File: src/rtl/wb_pkg.sv
// Shared Wishbone definitions for the two-master arbiter and the bus decoder
// that sits behind it.
//
// Contents:
//   arb_state_t      - arbiter FSM state (idle, granted to m0, granted to m1)
//   GNT_*            - one-hot grant encodings driven on gnt_o (bit0 = m0)
//   WB_AW / WB_DW    - default address and data widths
//   RAM_REGION_MASK  - address bits that must be zero for a RAM access
//   in_ram_region()  - address decode helper for the RAM region
package wb_pkg;

    typedef enum logic [1:0] {
        ST_IDLE = 2'd0,
        ST_BUS0 = 2'd1,
        ST_BUS1 = 2'd2
    } arb_state_t;

    localparam logic [1:0] GNT_NONE = 2'b00;
    localparam logic [1:0] GNT_M0   = 2'b01;
    localparam logic [1:0] GNT_M1   = 2'b10;

    localparam int WB_AW = 32;
    localparam int WB_DW = 32;

    // RAM occupies the bottom 256 KiB: address bits [31:18] are all zero.
    localparam logic [31:0] RAM_REGION_MASK = 32'hFFFC_0000;

    function automatic logic in_ram_region(input logic [31:0] adr);
        return (adr & RAM_REGION_MASK) == 32'h0000_0000;
    endfunction

endpackage

File: src/rtl/wb_watchdog.sv
// Per-beat transfer watchdog.
//
// Counts consecutive cycles in which a strobed beat waits for its ack and
// pulses timeout for one cycle on the TIMEOUT-th such cycle, so a missing
// slave turns into an error instead of a hung master.
//
// Ports:
//   clk      in   system clock
//   rst      in   synchronous active-high reset
//   active   in   a beat is on the bus (cyc & stb of the granted master)
//   ack      in   slave acknowledge for the current beat
//   restart  in   arbiter state is changing this cycle
//   timeout  out  single-cycle error pulse for the waiting beat
module wb_watchdog #(
    parameter int TIMEOUT = 255
) (
    input  logic clk,
    input  logic rst,
    input  logic active,
    input  logic ack,
    input  logic restart,
    output logic timeout
);

    localparam int CW = $clog2(TIMEOUT + 1);
    localparam logic [CW-1:0] LIMIT = CW'(TIMEOUT - 1);

    logic [CW-1:0] count;

    // An ack in the final cycle beats the timeout, so ack masks the pulse.
    assign timeout = active && !ack && (count == LIMIT);

    // The counter restarts for every beat; it also clears on the timeout
    // pulse itself, so it never needs to count past LIMIT.
    always_ff @(posedge clk) begin
        if (rst || !active || ack || restart || timeout) begin
            count <= '0;
        end else begin
            count <= count + CW'(1);
        end
    end

endmodule

File: src/rtl/wb_arbiter_2m.sv
// Two-master Wishbone arbiter: shares one slave-side bus between the CPU
// instruction-fetch port (m0) and the data/load-store port (m1).
//
// Round-robin grant taken from the registered state; the granted master
// keeps the bus for as long as it holds cyc. Every hand-over passes through
// one idle cycle. A watchdog turns a missing ack into a one-cycle err.
//
// Ports:
//   clk, rst                 clock, synchronous active-high reset
//   m0_* / m1_*              master ports (adr/dat/we/cyc/stb in,
//                            dat/ack/err out)
//   s_adr_o .. s_stb_o       slave-side request, muxed from the granted master
//   s_dat_i, s_ack_i         slave-side response
//   gnt_o                    one-hot current grant, bit0 = m0, 00 when idle
module wb_arbiter_2m
    import wb_pkg::*;
#(
    parameter int AW      = WB_AW,
    parameter int DW      = WB_DW,
    parameter int TIMEOUT = 255
) (
    input  logic          clk,
    input  logic          rst,

    input  logic [AW-1:0] m0_adr_i,
    input  logic [DW-1:0] m0_dat_i,
    input  logic          m0_we_i,
    input  logic          m0_cyc_i,
    input  logic          m0_stb_i,
    output logic [DW-1:0] m0_dat_o,
    output logic          m0_ack_o,
    output logic          m0_err_o,

    input  logic [AW-1:0] m1_adr_i,
    input  logic [DW-1:0] m1_dat_i,
    input  logic          m1_we_i,
    input  logic          m1_cyc_i,
    input  logic          m1_stb_i,
    output logic [DW-1:0] m1_dat_o,
    output logic          m1_ack_o,
    output logic          m1_err_o,

    output logic [AW-1:0] s_adr_o,
    output logic [DW-1:0] s_dat_o,
    output logic          s_we_o,
    output logic          s_cyc_o,
    output logic          s_stb_o,
    input  logic [DW-1:0] s_dat_i,
    input  logic          s_ack_i,

    output logic [1:0]    gnt_o
);

    arb_state_t state;
    arb_state_t state_next;
    logic       last_gnt;
    logic       state_change;
    logic       wd_timeout;

    // State register. last_gnt remembers who owned the bus most recently so
    // a simultaneous request goes to the other master; it starts at m1 so
    // m0 wins the first tie after reset.
    always_ff @(posedge clk) begin
        if (rst) begin
            state    <= ST_IDLE;
            last_gnt <= 1'b1;
        end else begin
            state <= state_next;
            if (state_next == ST_BUS0) begin
                last_gnt <= 1'b0;
            end else if (state_next == ST_BUS1) begin
                last_gnt <= 1'b1;
            end
        end
    end

    // Next-state logic. Once granted, the owner's cyc locks the bus and the
    // other master's request is ignored until the owner lets go.
    always_comb begin
        state_next = state;
        case (state)
            ST_IDLE: begin
                if (m0_cyc_i && m1_cyc_i) begin
                    state_next = last_gnt ? ST_BUS0 : ST_BUS1;
                end else if (m0_cyc_i) begin
                    state_next = ST_BUS0;
                end else if (m1_cyc_i) begin
                    state_next = ST_BUS1;
                end
            end
            ST_BUS0: begin
                if (!m0_cyc_i) begin
                    state_next = ST_IDLE;
                end
            end
            ST_BUS1: begin
                if (!m1_cyc_i) begin
                    state_next = ST_IDLE;
                end
            end
            default: state_next = ST_IDLE;
        endcase
    end

    assign state_change = (state_next != state);

    // Slave-side mux. Control outputs are forced low while rst is held so a
    // transfer in flight is dropped in the reset cycle itself, not one later.
    always_comb begin
        s_adr_o = m0_adr_i;
        s_dat_o = m0_dat_i;
        s_we_o  = 1'b0;
        s_cyc_o = 1'b0;
        s_stb_o = 1'b0;
        gnt_o   = GNT_NONE;
        if (state == ST_BUS1) begin
            s_adr_o = m1_adr_i;
            s_dat_o = m1_dat_i;
        end
        if (!rst) begin
            case (state)
                ST_BUS0: begin
                    s_we_o  = m0_we_i;
                    s_cyc_o = m0_cyc_i;
                    s_stb_o = m0_stb_i;
                    gnt_o   = GNT_M0;
                end
                ST_BUS1: begin
                    s_we_o  = m1_we_i;
                    s_cyc_o = m1_cyc_i;
                    s_stb_o = m1_stb_i;
                    gnt_o   = GNT_M1;
                end
                default: begin
                    gnt_o = GNT_NONE;
                end
            endcase
        end
    end

    // Read data is broadcast; ack/err are routed only to the granted master,
    // so acks arriving while idle or after cyc has dropped are discarded.
    assign m0_dat_o = s_dat_i;
    assign m1_dat_o = s_dat_i;
    assign m0_ack_o = s_ack_i && gnt_o[0] && m0_stb_i;
    assign m1_ack_o = s_ack_i && gnt_o[1] && m1_stb_i;
    assign m0_err_o = wd_timeout && gnt_o[0];
    assign m1_err_o = wd_timeout && gnt_o[1];

    wb_watchdog #(
        .TIMEOUT (TIMEOUT)
    ) u_watchdog (
        .clk     (clk),
        .rst     (rst),
        .active  (s_cyc_o && s_stb_o),
        .ack     (s_ack_i),
        .restart (state_change),
        .timeout (wd_timeout)
    );

endmodule

File: config.mk
export PLATFORM = sky130hd
export DESIGN_NAME = wb_arbiter_2m
export DESIGN_NICKNAME = d
export VERILOG_FILES = /design/src/rtl/wb_pkg.sv /design/src/rtl/wb_watchdog.sv /design/src/rtl/wb_arbiter_2m.sv
export SDC_FILE = /design/constraint.sdc
export NUM_CORES = 1
export LEC_CHECK = 0
export ABC_CLOCK_PERIOD_IN_PS = 4450
export BUFFER_PORTS_ARGS = -buffer_cell sky130_fd_sc_hd__buf_2
export CORE_AREA = 2 2 118 120
export DETAILED_ROUTE_END_ITERATION = 16
export DIE_AREA = 0 0 120 122
export PLACE_DENSITY = 0.5
export SLEW_MARGIN = 20
export SYNTH_ARGS = -nofsm -noshare
export SYNTH_HDL_FRONTEND = slang
export SYNTH_HIERARCHICAL = 1
export SYNTH_SLANG_ARGS = --single-unit
File: constraint.sdc
create_clock -name clk -period 4.45 [get_ports clk]
set_input_delay 0.89 -clock clk [delete_from_list [all_inputs] [get_ports clk]]
set_output_delay 0.89 -clock clk [all_outputs]
set_load 0.05 [all_outputs]
After elaboration in Yosys (flattened, before gate mapping)
Cells that the tools add are included.
{"block": "word_totals", "input_bits": 169, "word_cells": 47, "output_inout_bits": 137, "ff_bits": 11}
{"block": "classes", "n_eq_ne": 6, "muxes": 19, "reduce_logical": 18, "addsub": 1}
{"op": "two-way mux 32 bit", "n": 2}
{"op": "two-way mux 2 bit", "n": 7}
{"op": "logical AND 1 bit", "n": 10}
{"op": "adder 8 x 1 -> 8 bit (second input constant)", "n": 1}
{"op": "== test 8 bit (second input constant)", "n": 1}
{"op": "one-hot mux 1 bit (2 select lines)", "n": 3}
{"op": "one-hot mux 2 bit (3 select lines)", "n": 1}
{"op": "two-way mux 1 bit", "n": 5}
{"op": "== test 2 x 1 -> 1 bit (second input constant)", "n": 2}
{"op": "== test 2 bit (second input constant)", "n": 2}
{"op": "logical OR 1 bit", "n": 4}
{"op": "one-hot mux 2 bit (2 select lines)", "n": 1}
{"op": "zero test 1 bit", "n": 2}
{"op": "zero test 2 bit", "n": 1}
{"op": "inequality test 2 bit", "n": 1}
{"op": "nonzero test 2 bit", "n": 1}

Logic depth before layout (Yosys ltp)
Gate-level depths: netlist of the first run.
{"block": "logic_depth", "depth_word": 9, "ltp_mapped": 10, "depth_no_buf": 9}

By module
Netlist of the first run, hierarchy kept.
{"module": "wb_arbiter_2m", "instances": 1, "seq_area_each_um2": 60.1, "area_per_inst_um2": 1769.2, "cells_each": 183}
{"module": "wb_watchdog", "instances": 1, "seq_area_each_um2": 160.2, "area_per_inst_um2": 426.7, "cells_each": 44}

Worst setup path before layout of the first run
OpenSTA, ideal clock, no wires.
{"block": "synth_timing", "path_kind": "input port to output port", "from": "in rst", "to": "out m0_ack_o", "t_required_ns": 3.560, "n_path_buf": 0, "t_arrival_ns": 2.204, "path_stages": 2, "path_slack_ns": 1.356, "path_cell_list": "nor2b_1 -> and3_1"}
{"block": "synth_via", "elab_chain_len": 3}
{"item": "start: declaration", "line": "wb_arbiter_2m.sv:23", "rtl": "input logic rst,"}
{"item": "two-way mux 2 bit", "line": "wb_arbiter_2m.sv:120", "rtl": "if (!rst) begin"}
{"item": "logical AND 1 bit (2 in a row)", "line": "wb_arbiter_2m.sv:145", "rtl": "assign m0_ack_o = s_ack_i && gnt_o[0] && m0_stb_i;"}
{"item": "end: declaration", "line": "wb_arbiter_2m.sv:31", "rtl": "output logic m0_ack_o,"}
No other way between the ends.

Worst setup path in the final report of the first run
{"block": "layout_timing", "from": "reg state[0]", "to": "out m1_err_o"}
{"block": "layout_via", "elab_chain_len": 7, "word_cells_on_any_way": 12, "classes_between": "eq/ne (2); mux (6); reduce/logical (4)"}
{"item": "start: declaration", "line": "wb_arbiter_2m.sv:54", "rtl": "arb_state_t state;"}
{"item": "start signal: assignment", "line": "wb_arbiter_2m.sv:68", "rtl": "state <= state_next;"}
{"item": "== test 2 bit / == test 2 x 1 -> 1 bit (equally long branches)", "line": "wb_arbiter_2m.sv:121", "rtl": "case (state)"}
{"item": "one-hot mux 1 bit (2 select lines)", "line": "wb_arbiter_2m.sv:121"}
{"item": "two-way mux 1 bit", "line": "wb_arbiter_2m.sv:120"}
{"item": "logical AND 1 bit *", "line": "wb_arbiter_2m.sv:155", "rtl": ".active (s_cyc_o && s_stb_o),"}
{"item": "logical AND 1 bit * (2 in a row)", "line": "wb_watchdog.sv:31", "rtl": "assign timeout = active && !ack && (count == LIMIT);"}
{"item": "net wd_timeout", "line": "wb_arbiter_2m.sv:58", "rtl": "logic wd_timeout;"}
{"item": "logical AND 1 bit *", "line": "wb_arbiter_2m.sv:148", "rtl": "assign m1_err_o = wd_timeout && gnt_o[1];"}
{"item": "end: declaration", "line": "wb_arbiter_2m.sv:41", "rtl": "output logic m1_err_o,"}
The timed path passes the listed nets; every way through them passes the cells marked *.

==> impl_results.md, run 1 <==
* Avg Vias per Cell at about 3.8
* Antenna violations before repair at 0
* Nets at 547
* Grt ovf at 0
* CTS resizes at 0
* CP startpoint kind: flop
* Pleak at approximately 1.5 nW
* Slew Viols, Final at 0
* Internal power at around 420 uW
* Final Hold Vio Count at 0
* Largest net degree at the start of global routing at 37
* Clock buffer depth at 2
* Clock network fraction of total power at approximately a fifth
* CTS tree: yes
* Total Power at 822 uW
* Mapped Area at ~2200 sq um
* CP Max Fanout at 36
* CP Class: reg2out
* Die height at around 120 microns
* Clock root cell: clkbuf_16
* Synth unique cells at between 40 and 50
* Ys flop type: dfxtp_1
* DR iter-0 viols at 53
* Sw Pwr at 406 uW
* TritonCTS buffer count at 3
* Multiplexer share of the synthesized area at 38.1%
* Hpwl dp at about 8 mm
* Synth Area in XOR/XNOR at between 1 and 1.5%
* Per-cell routed wire length at roughly 16 microns
* Status: finished clean
* Final wirelength at roughly 8.9 mm
* Final Critical Period at roughly 3.6 ns
* Vias in the first global route at between 1,500 and 2,000
* Placement Cell Area at slightly below 3000 sq um
* Hold_buf cts at 0
* Post-route cell area at between 3000 and 4000 sq um
* Mean post-synth cell area at about 9.7 sq um
* PwrDens at between 200 and 300 nW/um^2
* Simple-gate share of the synthesized area at 11.6%
* Setup TNS at 0 ns
* Main combinational cell family by area after synthesis: multiplexers
* Fmax at around 0.28 GHz
* Floorplan core area at ~14,000 sq um
* Total GRT Usage at a little over a tenth
* Slew @ Worst Pin at about 0.54 ns
* Period Utilization, post-route at 81.5%
* Fraction of layout instances using a drive strength above 1 at 77.5%
* Crit. End Element: output port
* Die area at 14,600 sq um
* Post-Synthesis Cells at around 230
* Syn Nets at 404
* Synth Area in Compound Gates at about 8.0%
* Post-synth ARST share at 0%
* Post-synthesis adder-cell area fraction at roughly 4.6%
* Clk sink count at 11
* Hold WC Path Type: reg2reg
* Placer's final routability congestion estimate at 0.790
* Logic pwr share at 67.2%
* Antenna-violating nets left at 0
* Initial DRT Pass Iterations at 4
* Die width at between 100 and 150 microns
* EDFF count, synth at 0
* Yosys Warn Count at 6
* Clock skew at ~0.0013 ns
* Peak supply drop at roughly 0.19 mV
* Skew-Pair Late Insertion Delay at approximately 0.23 ns
* I/O Buffers at 209
* Worst endpoint required time at about 3.6 ns
* Initial core utilization at 16.3%
* Reg power frac at 13.3%
* Arrival @ worst endpoint at around 2.7 ns
* RSZ-0062 raised after global routing: no
* First-pass GRT wire length at 11.6 mm
* Max cap viols at 0
* Register area share after synthesis at between 10% and 20%
* Sw frac at approximately half
* # DRC at 0
* H-tree depth at 1
* Clock-pin slew on the worst setup and hold paths at ~0.040 ns
* Final setup vio count at 0
* ANT cells at 0
* Synthesis-stage register bit count at 11
* Post-CTS Setup Bufs at 0
* Number of I/O pins at 306
* Area grow syn2layout at 37.3%
* Row count at 43
* DR vias at between 2,000 and 2,500
* Relative slew slack at about 64%
## cell usage after synthesis, types with 3 or more instances
cell type / count / area (sq um)
nor3_1: 3 / 15.0
buf_4: 64 / 480
inv_1: 8 / 30.0
nand2_1: 5 / 18.8
o21ai_0: 3 / 15.0
mux2_4: 28 / 420
buf_2: 3 / 15.0
mux2_2: 36 / 405
a22oi_1: 3 / 22.5
buf_6: 5 / 56.3
ha_1: 8 / 100
nand2b_1: 3 / 18.8
dfxtp_1: 11 / 220
nor2_1: 9 / 33.8
## worst paths after layout
path	depth (start not counted)	start	slack, ns	endpoint
worst min register to register	1	u_watchdog/count[0]	0.50	u_watchdog/count[0]
worst min-delay path	1	u_watchdog/count[0]	0.50	u_watchdog/count[0]
worst max-delay path	8	state[0]	0.82	m1_err_o
worst max register to register	9	state[0]	1.90	u_watchdog/count[2]
## area by class of cell
cell class              count  area, sq um
fillers                  1503        10500
multi-input cells         136         1410
repair buffers            210         1050
well taps                 180          225
flip-flops and latches     11          220
clock buffers               4         78.8
inverters                   8         30.0
## metrics by stage
| step | cells | setup slack [ns] | hold slack (ns) | util (%) |
|---|---|---|---|---|
| 4_1_cts | 549 | 0.815 | 0.499 | 22.3 |
| 3_3_place_gp | 545 | 1.15 | 0.474 | 21.7 |
| 6_report | 549 | 0.824 | 0.499 | 22.3 |
| 3_5_place_dp | 545 | 1.07 | 0.489 | 21.7 |
| 5_1_grt | 549 | 0.605 | 0.511 | 22.3 |
| 2_1_floorplan | 227 | 1.36 | 0.460 | - |
## critical path: stages, from the launching register on
cell      delay, ns
dfxtp_1        0.35
inv_1          0.19
ha_4           0.51
a22oi_2        0.20
nor3_1         0.35
nand4b_1       0.24
nor3_1         0.24
and2_1         0.16
buf_2          0.26
## sequential cells by signal, summed over array words and instances (netlist names)
| register | cells |
|---|---|
| state | 2 |
| last_gnt | 1 |
| u_watchdog/count | 8 |
## power by group through the flow
stage / clock, mW / sequential, mW / combinational, mW
5_1_grt: 0.171 / 0.110 / 0.581
3_5_place_dp: 0 / 0.111 / 0.554
2_1_floorplan: 0 / 0.109 / 0.567
6_report: 0.161 / 0.109 / 0.552
3_3_place_gp: 0 / 0.110 / 0.553
4_1_cts: 0.167 / 0.109 / 0.557
## layer usage
| metal | share of wire [%] | vias up | GRT usage (%) |
|---|---|---|---|
| li1 | - | 1012 | - |
| met1 | 42 | 950 | 13.8 |
| met2 | 50 | 121 | 17.9 |
| met3 | 7.6 | 6 | 1.97 |
| met4 | 0.62 | 0 | 1.62 |
| met5 | 0 | - | 0 |
## layout by cell type, fill, tap and decap left out, drive strengths merged, types with 3 or more instances in the layout
cell / instances
dfxtp: 11
nand3: 3
nand2: 5
nor2: 10
ha: 8
inv: 8
clkbuf: 4
nand2b: 3
a22oi: 4
nor3: 3
mux2: 64
o21ai: 4
buf: 210
## logic make-up (layout without fill, tap and decap cells)
kind of cell    Yosys count  after routing
mux                      65             65
buf+inv                  80            222
fa+ha+maj                 8              8
simple gates             40             40
compound gates           20             20
xor+xnor                  3              3
flops                    11             11
Power figures use the tool's default switching activity.
==> inputs of run 2 (changes only) <==
--- a/config.mk
+++ b/config.mk
@@ -5,12 +5,12 @@
 export SDC_FILE = /design/constraint.sdc
 export NUM_CORES = 1
 export LEC_CHECK = 0
-export ABC_CLOCK_PERIOD_IN_PS = 4450
+export ABC_CLOCK_PERIOD_IN_PS = 3200
 export BUFFER_PORTS_ARGS = -buffer_cell sky130_fd_sc_hd__buf_2
-export CORE_AREA = 2 2 118 120
+export CORE_AREA = 2 2 119 121
 export DETAILED_ROUTE_END_ITERATION = 16
-export DIE_AREA = 0 0 120 122
-export PLACE_DENSITY = 0.5
+export DIE_AREA = 0 0 121 123
+export PLACE_DENSITY = 0.51
 export SLEW_MARGIN = 20
 export SYNTH_ARGS = -nofsm -noshare
 export SYNTH_HDL_FRONTEND = slang
==> constraint.sdc (replaced) <==
create_clock -name clk -period 3.2 [get_ports clk]
set_input_delay 0.64 -clock clk [delete_from_list [all_inputs] [get_ports clk]]
set_output_delay 0.64 -clock clk [all_outputs]
set_load 0.05 [all_outputs]
==> impl_results.md, run 2 (synthesis gave the netlist of run 1 again) <==
* Filler Cells Inserted at 1,475
* Clock root cell: clkbuf_16
* Critical path depth in cells at 8
* Final Critical Period at around 3.0 ns
* Critical path's slowest cell: dfxtp_1
* PwrDens at ~380 nW/um^2
* Top Layer Used: met4
* Clock buffer depth at 2
* Met1 wire length at 3.61 mm
* Relative slew slack at between 50% and 60%
* Max stage delay on crit path at 0.45 ns
* Initial DRT Pass Iterations at 4
* Final Hold Vio Count at 0
* Cell-by-cell listing of the critical path: inv_1 > ha_1 > nand2b_1 > nor3_2 > nand4b_1 > nor3_1 > and2_1 > buf_2
* DR iter-0 viols at 45
* Largest net degree at the start of global routing at between 40 and 50
* Worst hold path depth at 1
* Commonest non-fill, non-tap cell in the layout: buf_2
* I/O Buffers at approximately 210
* DR vias at around 2,100
* TritonCTS buffer count at 3
* Initial core utilization at around 16%
* Die height at between 100 and 150 microns
* Clk sink count at 11
* Total GRT Usage at 9.88%
* CP Class: reg2out
* Regs by FF count: u_watchdog/count x8, state x2, last_gnt x1
* Hold WC Path Type: reg2reg
* Die width at 121 microns
* Grt ovf at 0
* RSZ-0062 raised after global routing: no
* Nets at around 550
* Routed wire length on met3 at 765 microns
* CP Max Fanout at 6
* Antenna violations before repair at 0
* CTS resizes at 0
* Highest-count cells in the layout ignoring fill and taps: buf_2 (209), mux2_2 (36), mux2_4 (28)
* Fmax at ~0.33 GHz
* Vias in the first global route at 2,030
* Die area at 14,900 sq um
* Peak supply drop at ~0.15 mV
* Area occupied by multi-input gates at approximately 1400 sq um
* Area grow syn2layout at 37.8%
* Final setup vio count at 0
* Skew-Pair Late Insertion Delay at 0.24 ns
* Final core occ at between 20% and 30%
* H-tree depth at 1
* Per-cell routed wire length at 15.6 microns
* Top reg by flops: u_watchdog/count
* CTS tree: yes
* Delay-heaviest family, CP: simple AND/OR/NAND/NOR gates
* Post-CTS Setup Bufs at 0
* Setup TNS at 0 ns
* Status: finished clean
* Met2 Wirelength at around 4.2 mm
* Largest register FFs at 8
* Worst endpoint required time at 2.56 ns
* Floorplan core area at approximately 14,000 sq um
* Max cap viols at 0
* Pleak at roughly 1.5 nW
* Antenna-violating nets left at 0
* Number of I/O pins at slightly above 300
* # DRC at 0
* Arrival @ worst endpoint at around 2.4 ns
* Hold WS at ~0.49 ns
* Hold_buf cts at 0
* Clock skew at about 0.0027 ns
* Slew Viols, Final at 0
* CP Buf/Inv Count at 2
* First-pass GRT wire length at around 11 mm
* Crit. End Element: output port
* ANT cells at 0
* Row count at 43
* Avg Vias per Cell at between 3 and 4
* Final wirelength at between 8 and 9 mm
* Register Area at between 200 and 250 sq um
* Period Utilization, post-route at a little over 90%
* Hpwl dp at around 7.6 mm
* Clock-pin slew on the worst setup and hold paths at roughly 0.04 ns
* Worst r2r path cells at 9
* CP startpoint kind: flop
* Slew @ Worst Pin at between 0.6 and 0.7 ns
* Fraction of layout instances using a drive strength above 1 at ~78%
* Placer's final routability congestion estimate at about 0.89
-- run 2: changes by cell type in the layout (fill, tap and decap cells not counted) --
cell | previous run | this run
buf_4 | 1 | 2
nor3_1 | 3 | 2
nor3_2 | 0 | 1
-- run 2: final timing paths --
check / start / end / slack (ns)
worst max-delay path: state[1] / m1_err_o / 0.21
worst min-delay path: u_watchdog/count[0] / u_watchdog/count[0] / 0.49
worst max register to register: state[0] / u_watchdog/count[3] / 1.08
worst min register to register: u_watchdog/count[0] / u_watchdog/count[0] / 0.49
-- run 2: cell type report --
| type | instances | share of cell area, % |
|---|---|---|
| Sequential cell | 11 | 7.28 |
| Multi-Input combinational cell | 136 | 46.6 |
| Inverter | 8 | 0.992 |
| Timing Repair Buffer | 211 | 35.1 |
| Tap cell | 180 | 7.44 |
| Clock buffer | 4 | 2.60 |
-- run 2: layer usage --
layer	track usage, %	vias to the layer above
met1	13.2	997
met2	16.8	121
li1	-	1015
met5	0	-
met3	1.89	4
met4	1.60	0
-- run 2: power by group --
part           switching, mW  internal (mW)  total, mW
clock                 0.0653          0.168      0.233
combinational          0.507          0.268      0.775
sequential           0.00744          0.143      0.151
total                  0.580          0.579       1.16
-- run 2: per-stage QoR --
| step | cell area, sq um | power (mW) | setup WS, ns | cells |
|---|---|---|---|---|
| after floorplan | 2200 | 0.940 | 0.402 | 227 |
| after global placement | 2940 | 0.924 | 0.422 | 546 |
| after detailed placement | 2940 | 0.928 | 0.339 | 546 |
| after CTS | 3020 | 1.17 | 0.0932 | 550 |
| after global routing | 3030 | 1.21 | 0.0288 | 550 |
| final | 3030 | 1.16 | 0.205 | 550 |
==> inputs of run 3 (changes only) <==
--- a/config.mk
+++ b/config.mk
@@ -5,12 +5,14 @@
 export SDC_FILE = /design/constraint.sdc
 export NUM_CORES = 1
 export LEC_CHECK = 0
+export ABC_AREA = 1
 export ABC_CLOCK_PERIOD_IN_PS = 3200
 export BUFFER_PORTS_ARGS = -buffer_cell sky130_fd_sc_hd__buf_2
-export CORE_AREA = 2 2 119 121
+export CELL_PAD_IN_SITES_DETAIL_PLACEMENT = 0
+export CELL_PAD_IN_SITES_GLOBAL_PLACEMENT = 1
+export CORE_UTILIZATION = 15
 export DETAILED_ROUTE_END_ITERATION = 16
-export DIE_AREA = 0 0 121 123
-export PLACE_DENSITY = 0.51
+export PLACE_DENSITY = 0.81
 export SLEW_MARGIN = 20
 export SYNTH_ARGS = -nofsm -noshare
 export SYNTH_HDL_FRONTEND = slang
==> impl_results.md, run 3 <==
* CP Max Fanout at 7
* Reg power frac at between 10% and 20%
* Commonest non-fill, non-tap cell in the layout: nand2_1
* Setup TNS at 0 ns
* Antenna violations before repair at 0
* Die height at 121 microns
* Clk sink count at 11
* Highest-count cells in the layout ignoring fill and taps: nand2_1 (225), buf_2 (209), inv_1 (21)
* Worst endpoint required time at between 2 and 3 ns
* CTS tree: yes
* Largest register FFs at 8
* Area leader, netlist: nand2_1
* PwrDens at around 420 nW/um^2
* Cell-by-cell listing of the critical path: inv_1 > ha_1 > nand2_1 > a21oi_2 > inv_1 > nor2_1 > nand2_1 > nor2_2 > nand2_2 > inv_1 > inv_1 > nor3_2 > buf_2
* DR vias at 2,619
* Regs by FF count: u_watchdog/count x8, state x2, last_gnt x1
* Routed wire length on met3 at about 840 microns
* Die width at about 120 microns
* Final Critical Period at 2.96 ns
* Pre-CTS setup slack at approximately 0.42 ns
* Syn Nets at around 570
* Sw frac at between 50 and 60%
* Vias in the first global route at around 2,200
* Met2 Wirelength at between 3 and 4 mm
* Total GRT Usage at 9.69%
* Synthesis-stage register bit count at 11
* Post-synth ARST share at 0%
* Clock skew at ~0.0019 ns
* Largest net degree at the start of global routing at around 70
* EDFF count, synth at 0
* Met1 wire length at about 3.3 mm
* Area grow syn2layout at 39.5%
* CTS resizes at 0
* Mean post-synth cell area at approximately 5.4 sq um
* Top Layer Used: met4
* Pleak at between 1.5 and 2 nW
* Peak supply drop at ~0.19 mV
* Final setup vio count at 0
* Share of the synthesized area in the top cell type at 40.1%
* Die area at between 10,000 and 15,000 sq um
* TritonCTS buffer count at 3
* # DRC at 0
* Placement Cell Area at roughly 2900 sq um
* Hold WC Path Type: reg2reg
* Fmax at 0.338 GHz
* Reg2reg start: state[0]
* Hold_buf cts at 0
* Top reg by flops: u_watchdog/count
* ANT cells at 0
* Initial DRT Pass Iterations at 4
* Post-CTS Setup Bufs at 0
* Logic pwr share at roughly 70%
* Max cap viols at 0
* Floorplan core area at 13,500 sq um
* Post-route cell area at 2940 sq um
* Initial core utilization at 15.7%
* Crit. End Element: output port
* Skew-Pair Late Insertion Delay at 0.24 ns
* Most common cell on crit path: inv_1
* Post-Synthesis Cells at 394
* Clock-pin slew on the worst setup and hold paths at roughly 0.040 ns
* Hold WS at ~0.47 ns
* First-pass GRT wire length at 11.3 mm
* Relative slew slack at between 50% and 60%
* Internal power at approximately 520 uW
* Synth unique cells at 28
* DR iter-0 viols at 78
* Clock network fraction of total power at a little under a fifth
* Antenna-violating nets left at 0
* Arrival @ worst endpoint at 2.32 ns
* Sw Pwr at between 700 and 800 uW
* Avg Vias per Cell at 3.70
* Synth area leaders: nand2_1 (40%), buf_4 (23%), dfxtp_1 (10%)
* Yosys Warn Count at 6
* Mapped Area at 2110 sq um
* Hpwl dp at between 6 and 7 mm
* Slew Viols, Final at 0
* Final Hold Vio Count at 0
* Clock root cell: clkbuf_16
* Grt ovf at 0
* I/O Buffers at approximately 210
* Total Power at 1.24 mW
* Nets at a little over 700
* Ys flop type: dfxtp_1
* Setup slack after layout at 0.238 ns
* Per-cell routed wire length at 11.1 microns
* Critical path's slowest cell: dfxtp_1
* Slew @ Worst Pin at a little over 0.7 ns
* Placer's final routability congestion estimate at around 0.76
* Clock buffer depth at 2
* Number of I/O pins at between 300 and 400
* Hold_sp: u_watchdog/count[0]
* Fraction of layout instances using a drive strength above 1 at 44.6%
* Row count at 42
* CP Class: reg2out
* CP startpoint kind: flop
* Most frequent cell after synthesis: nand2_1
* Top cells by count, synth: nand2_1 (225), buf_4 (64), inv_1 (21)
* Status: finished clean
* Final wirelength at around 7.8 mm
* Critical path launch point: state[0]
* H-tree depth at 1
* Max stage delay on crit path at around 0.45 ns
* Register area share after synthesis at 10.4%
* RSZ-0062 raised after global routing: no
* Period Utilization, post-route at between 90% and 100%
[run 3: cell families after synthesis]
group | count (synthesis) | synth area share, %
buffers and inverters | 103 | 30.4
DFF | 11 | 10.4
AOI/OAI and AO/OA | 9 | 2.73
and+or+nand+nor | 261 | 50.9
adders and majority gates | 8 | 4.75
xor gates and xnor gates | 2 | 0.831
[run 3: routing by layer]
| metal | up-vias | track usage (%) |
|---|---|---|
| li1 | 1389 | - |
| met3 | 12 | 4.10 |
| met5 | - | 0 |
| met2 | 147 | 15.3 |
| met4 | 0 | 1.23 |
| met1 | 1071 | 12.5 |
[run 3: power by group through the flow]
stage | Combinational, mW | Clock [mW] | Sequential (mW)
floorplan | 0.830 | 0 | 0.153
global placement | 0.860 | 0 | 0.157
detailed placement | 0.859 | 0 | 0.157
CTS | 0.861 | 0.239 | 0.155
global route | 0.911 | 0.247 | 0.156
finish | 0.851 | 0.230 | 0.155
[run 3: metrics by stage]
| step | utilization (%) | cells |
|---|---|---|
| 3_3_place_gp | 21.3 | 703 |
| 4_1_cts | 21.9 | 707 |
| 2_1_floorplan | - | 394 |
| 3_5_place_dp | 21.3 | 703 |
| 6_report | 21.9 | 707 |
| 5_1_grt | 21.9 | 707 |
[run 3: layout make-up]
class                           count  area, sq um
Clock buffer                        4         78.8
Fill cell                        1634        10500
Inverter                           24         90.1
Multi-Input combinational cell    280         1260
Sequential cell                    11          220
Tap cell                          176          220
Timing Repair Buffer              212         1070
[run 3: path summary, 6_finish.rpt]
kind | end | slack, ns | cells after the start
worst max-delay path | m0_err_o | 0.24 | 13
worst min-delay path | u_watchdog/count[0] | 0.47 | 1
worst max register to register | u_watchdog/count[5] | 1.25 | 13
worst min register to register | u_watchdog/count[0] | 0.47 | 1
[run 3: critical path: cells and delay by family, from the launching register on]
kind,cells,cell delay (ns)
and+or+nand+nor,6,0.61
buffers and inverters,5,0.58
DFF,1,0.45
adders and majority gates,1,0.30
AOI/OAI and AO/OA,1,0.13
